File: src/rtl/iq_symbol_mapper.sv
// Multi-mode PRBS-23 driven IQ symbol source (BPSK/QPSK/8PSK/QAM16).
// Emits Gray-mapped constellation points as an AXI-Stream IQ word.
module iq_symbol_mapper #(
    parameter int          IorQ_BW     = 16,
    parameter int          IQ_BW       = 32,
    parameter int          AMP         = 16384,
    parameter logic [22:0] LFSR_SEED   = 23'h7FFFFF,
    parameter logic [2:0]  DEFAULT_MOD = 3'b000
) (
    input  logic             samp_clk,
    input  logic             samp_rst,
    input  logic             run,
    input  logic [2:0]       mod_type,
    input  logic             mod_type_we,
    output logic             iq_out_TVALID,
    input  logic             iq_out_TREADY,
    output logic [IQ_BW-1:0] iq_out_TDATA,
    output logic [2:0]       cur_mod_type,
    output logic [31:0]      sym_count,
    output logic             mod_err
);

    if (IQ_BW != 2 * IorQ_BW) begin : g_bw_err
        $error("IQ_BW must equal 2*IorQ_BW");
    end
    if (AMP > 2 ** (IorQ_BW - 1) - 1) begin : g_amp_err
        $error("AMP exceeds signed component range");
    end
    if (LFSR_SEED == 23'd0) begin : g_seed_err
        $error("LFSR_SEED must be non-zero");
    end

    localparam logic [2:0] M_QPSK  = 3'b000;
    localparam logic [2:0] M_BPSK  = 3'b001;
    localparam logic [2:0] M_QAM16 = 3'b010;
    localparam logic [2:0] M_8PSK  = 3'b011;

    localparam longint H_INT = (longint'(AMP) * 23170) >>> 15;
    localparam longint L_INT = longint'(AMP) / 3;

    localparam logic signed [IorQ_BW-1:0] A_P  = IorQ_BW'(AMP);
    localparam logic signed [IorQ_BW-1:0] H_P  = IorQ_BW'(H_INT);
    localparam logic signed [IorQ_BW-1:0] L_P  = IorQ_BW'(L_INT);
    localparam logic signed [IorQ_BW-1:0] L3_P = IorQ_BW'(3 * L_INT);
    localparam logic signed [IorQ_BW-1:0] Z_P  = '0;

    logic [22:0] lfsr;
    logic [22:0] lfsr_nxt;
    logic [22:0] s1, s2, s3, s4;
    logic [2:0]  mod_pend;
    logic [2:0]  gray, phase;
    logic signed [IorQ_BW-1:0] i_nxt, q_nxt;
    logic load;

    function automatic logic signed [IorQ_BW-1:0] qam_lvl(input logic [1:0] b);
        case (b)
            2'b00:   return -L3_P;
            2'b01:   return -L_P;
            2'b11:   return L_P;
            default: return L3_P;
        endcase
    endfunction

    // Four unrolled Fibonacci steps; each new bit lands in bit 0.
    assign s1 = {lfsr[21:0], lfsr[22] ^ lfsr[17]};
    assign s2 = {s1[21:0], s1[22] ^ s1[17]};
    assign s3 = {s2[21:0], s2[22] ^ s2[17]};
    assign s4 = {s3[21:0], s3[22] ^ s3[17]};

    assign gray  = {s1[0], s2[0], s3[0]};
    assign phase = {gray[2], gray[2] ^ gray[1], ^gray};

    assign load = run && (!iq_out_TVALID || iq_out_TREADY);

    always_comb begin
        lfsr_nxt = s2;
        i_nxt    = s1[0] ? -H_P : H_P;
        q_nxt    = s2[0] ? -H_P : H_P;
        case (mod_pend)
            M_BPSK: begin
                lfsr_nxt = s1;
                i_nxt    = s1[0] ? -A_P : A_P;
                q_nxt    = Z_P;
            end
            M_QAM16: begin
                lfsr_nxt = s4;
                i_nxt    = qam_lvl({s1[0], s2[0]});
                q_nxt    = qam_lvl({s3[0], s4[0]});
            end
            M_8PSK: begin
                lfsr_nxt = s3;
                case (phase)
                    3'd0: begin i_nxt = A_P;  q_nxt = Z_P;  end
                    3'd1: begin i_nxt = H_P;  q_nxt = H_P;  end
                    3'd2: begin i_nxt = Z_P;  q_nxt = A_P;  end
                    3'd3: begin i_nxt = -H_P; q_nxt = H_P;  end
                    3'd4: begin i_nxt = -A_P; q_nxt = Z_P;  end
                    3'd5: begin i_nxt = -H_P; q_nxt = -H_P; end
                    3'd6: begin i_nxt = Z_P;  q_nxt = -A_P; end
                    default: begin i_nxt = H_P; q_nxt = -H_P; end
                endcase
            end
            default: ;
        endcase
    end

    always_ff @(posedge samp_clk or posedge samp_rst) begin
        if (samp_rst) begin
            iq_out_TVALID <= 1'b0;
            iq_out_TDATA  <= '0;
            cur_mod_type  <= DEFAULT_MOD;
            mod_pend      <= DEFAULT_MOD;
            sym_count     <= 32'd0;
            mod_err       <= 1'b0;
            lfsr          <= LFSR_SEED;
        end else begin
            if (load) begin
                iq_out_TVALID <= 1'b1;
                iq_out_TDATA  <= {i_nxt, q_nxt};
                cur_mod_type  <= mod_pend;
                lfsr          <= lfsr_nxt;
            end else if (iq_out_TREADY) begin
                iq_out_TVALID <= 1'b0;
            end
            if (iq_out_TVALID && iq_out_TREADY) begin
                sym_count <= sym_count + 32'd1;
            end
            // A write is seen by loads from the next edge on.
            if (mod_type_we) begin
                if (mod_type[2]) begin
                    mod_err <= 1'b1;
                end else begin
                    mod_pend <= mod_type;
                end
            end
        end
    end

endmodule

File: config.mk
export PLATFORM = sky130hd
export DESIGN_NAME = iq_symbol_mapper
export DESIGN_NICKNAME = d
export VERILOG_FILES = /design/src/rtl/iq_symbol_mapper.sv
export SDC_FILE = /design/constraint.sdc
export NUM_CORES = 1
export LEC_CHECK = 0
export CAP_MARGIN = 15
export CORE_MARGIN = 2
export CORE_UTILIZATION = 48
export CTS_BUF_LIST = sky130_fd_sc_hd__clkbuf_4 sky130_fd_sc_hd__clkbuf_8 sky130_fd_sc_hd__clkbuf_16
export CTS_CLUSTER_SIZE = 25
export DETAILED_ROUTE_END_ITERATION = 16
export PLACE_DENSITY_LB_ADDON = 0.3
export SYNTH_ARGS = -nofsm -noshare
export SYNTH_HDL_FRONTEND = slang
export SYNTH_SLANG_ARGS = --single-unit
File: constraint.sdc
create_clock -name samp_clk -period 2.25 [get_ports samp_clk]
set_input_delay 0.5625 -clock samp_clk [delete_from_list [all_inputs] [get_ports samp_clk]]
set_output_delay 0.5625 -clock samp_clk [all_outputs]
set_load 0.02 [all_outputs]
==> results.md <==
* Outcome: completed
* First-pass GRT wire length at 15000 um
* Number of synthesized flops with an enable pin at 0
* Post-route DRC at 0
* Final WL at just under 9000 um
* R2R cell count at 8
* Grt met1 use at 26.4%
* Relative slew slack at 56.2%
* Slew Limit Fails at 0
* WHS Path Cells at 1
* Routed Antenna Nets at 0
* Final WS setup at 0.137 ns
* Area delta synth->final at 24.9%
* Min-Delay Endpoint: mod_err
* Worst Path Class, Setup: reg -> reg
* GRT Total Usage at 19.0%
* CP Launch Type: flip-flop
* Synth Instances at 423
* CP max FO at 7
* Combinational cell fraction of total power at roughly 48%
* Htree depth at 3
* Cell internal pwr at between 4 and 5 mW
* Synth Net Count at roughly 430
* Routed len/inst at 14.6 um
* Io pins at 77
* Core area at roughly 0.0086 mm2
* Top_reg_cell synth: dfrtp_1
* Nets at 494
* DP Cell Count at 580
* Hold crit path type: reg -> reg
* Mapped Area at 0.00419 mm2
* Post-synth ARST share at 100%
* DR vias at approximately 3300
* CP Capture Type: flip-flop
* Crit path arrival time at between 2 and 2.5 ns
* Postcts setup bufs at 0
* Initial DRC count at 194
* CTS Buffer Depth at 2
* # setup viols final at 0
* IO buf count at 75
* Crit share post-route at between 90 and 100%
* Fin cells at just under 600
* Worst Hold Launch: mod_err
* Worst R2R Start: lfsr[15]
* Synth Warn # at 0
* Fin Hold WS at roughly 0.47 ns
* P per Cell Area at between 1000 and 1500 mW/mm2
* Clk network pwr share at between 15 and 20%
* Clock root cell: clkbuf_8
* Switch share at 39.2%
* Flop pwr share at 34.3%
* Num rows at 34
* GR Util met2 at roughly 30%
* TritonCTS clock tree: done
* Static leakage at between 2 and 2.5 nW
* Pre-CTS WS at 0.108 ns
* Max-cap viol count at 0
* Fmax at ~470 MHz
* Clock transition at the registers of the reported paths at 0.08 ns
* Clk_lat worst skew at 0.35 ns
* Filler cells at just over 700
* DRT Pass-1 Iters at 5
* #FFs+latches synth at 75
* Num CTS Buffers at 9
* DR vias/cell at approximately 5.5
* Global route overflow at 0
* Largest net degree at the start of global routing at between 70 and 80
* Antenna cells at 0
* CP required at roughly 2.5 ns
* Gp weighted congestion at 0.852
* Post-Route Setup TNS at 0 ns
* Hold Fails Final Rpt at 0
* Height of the chip at 97.5 um
* Net Switching at 2.62 mW
* Reg2reg setup slack at 0.14 ns
* Post-synth cell types at 51
* Antenna violations before repair at 0
* Grt met3 use at 4.46%
* Slew @ Worst Pin at 0.653 ns
* GRT Max-Usage Layer: met2
* Layout cells sized above 1 at 16.2%
* Die Area at 0.00950 mm2
* Sequential fraction of the synthesis area at 45.4%
* RSZ-0062 raised after global routing: no
* R2R Path End: iq_out_TDATA[29]
* Detail Placement HPWL at 6080 um
* Die Width at 97.5 um
* Avg Inst Size Synth at 9.91 um2
* Final Critical Period at 2.11 ns
* Tot Pwr at 6.69 mW
* Vias in the first global route at 3113
* Clk_skew at approximately 0.012 ns
* Starting Density at about 50%
* Clock tree sinks at 75
* VDD IR max at 0.584 mV
worst max path at each step:
stage / slack [ns] / end / from
floorplan: 0.007 / iq_out_TDATA[28] / lfsr[15]
global placement: 0.13 / sym_count[9] / iq_out_TREADY
detailed placement: 0.11 / sym_count[9] / iq_out_TREADY
CTS: 0.12 / iq_out_TDATA[28] / lfsr[15]
global route: 0.04 / iq_out_TDATA[31] / lfsr[15]
finish: 0.14 / iq_out_TDATA[29] / lfsr[15]
repair_timing:
action / in CTS / in global routing
hold buffers: 0 / 0
endpoints found under the setup margin: 0 / 1
resized for setup: 0 / 2
stage by stage:
stage / utilization, % / cell area [um2]
6_report: 61.0 / 5240
5_1_grt: 61.0 / 5240
4_1_cts: 60.9 / 5230
3_5_place_dp: 58.3 / 5010
3_3_place_gp: 58.3 / 5010
2_1_floorplan: - / 4210
synthesized netlist by cell type, types with 3 or more instances:
master / count / area [um2]
nand2_1: 77 / 289
dfrtp_1: 52 / 1300
nor2_1: 31 / 116
xnor2_1: 27 / 236
dfstp_2: 23 / 604
buf_4: 19 / 143
o21ai_0: 18 / 90.1
a21oi_1: 13 / 65.1
clkbuf_1: 12 / 45.0
nor3_1: 12 / 60.1
xor2_1: 12 / 105
mux4_2: 11 / 248
nand3_1: 11 / 55.1
mux2i_1: 9 / 90.1
nand4_1: 9 / 56.3
a31oi_1: 8 / 50.1
and4_1: 7 / 61.3
inv_1: 7 / 26.3
buf_2: 6 / 30.0
mux2_2: 6 / 67.6
nor4_1: 5 / 31.3
and3_1: 4 / 25.0
nand2b_1: 4 / 25.0
a211o_1: 3 / 26.3
a211oi_1: 3 / 22.5
ha_1: 3 / 37.5
o31ai_1: 3 / 22.5
power by group through the flow:
stage / clock (mW) / sequential, mW / combinational, mW
finish: 1.17 / 2.29 / 3.23
CTS: 1.19 / 2.30 / 3.21
floorplan: 0 / 2.40 / 2.13
global placement: 0 / 2.28 / 3.14
detailed placement: 0 / 2.32 / 3.20
global route: 1.26 / 2.37 / 3.52
worst max-delay path: stages (launching register included):
cell and delay (ns):
dfstp_2 0.62, xor2_2 0.17, xnor2_1 0.16, inv_1 0.06, ha_1 0.28, buf_4 0.13
nor2_1 0.04, a211oi_1 0.37, a221oi_1 0.15
layout make-up:
type / count / area [um2] / area share [%]
clock buffers: 10 / 138 / 2.63
clock inverters: 6 / 87.6 / 1.67
inverters: 9 / 37.5 / 0.717
multi-input cells: 299 / 2030 / 38.7
flip-flops and latches: 75 / 1910 / 36.4
well taps: 108 / 135 / 2.58
repair buffers: 89 / 906 / 17.3
layout by cell type (no fill, tap or decap), drive strengths merged, types with 2 or more instances in the layout:
cell type	instances
nor3	12
a211o	3
xnor2	27
nor4	5
nor2	31
inv	8
mux2i	9
a21oi	13
a211oi	3
a21o	2
xor2	13
a31oi	8
nand2	77
dfstp	23
nand3	11
and4	7
and2	2
nand2b	4
o21ai	18
clkdlybuf4s50	75
and3	4
dfrtp	52
nand4	10
mux4	12
buf	14
clkinv	4
ha	3
nor2b	2
mux2	6
clkbuf	10
bufinv	2
a22o	2
o31ai	4
logic make-up after synthesis:
| group | share of synthesized area, % |
|---|---|
| other | 0.0894 |
| DFF | 45.4 |
| adders and majority gates | 0.895 |
| muxes | 10.3 |
| xor gates and xnor gates | 8.80 |
| and+or+nand+nor | 18.8 |
| AOI/OAI and AO/OA | 9.16 |
| buffers and inverters | 6.48 |
registers in the layout, indices dropped and copies added, names as in the netlist:
register       count
cur_mod_type       2
iq_out_TDATA      14
iq_out_TVALID      1
lfsr              23
mod_err            1
mod_pend           2
sym_count         32
per-layer routing:
layer  vias to the layer above  routed length, um  share of wire, %
met5                         -                  0                 0
met2                       103               4100                47
li1                       1576                  -                 -
met4                         0                105               1.2
met1                      1604               4000                46
met3                        10                495               5.7
Note: power is estimated with default switching activity, not from simulation.
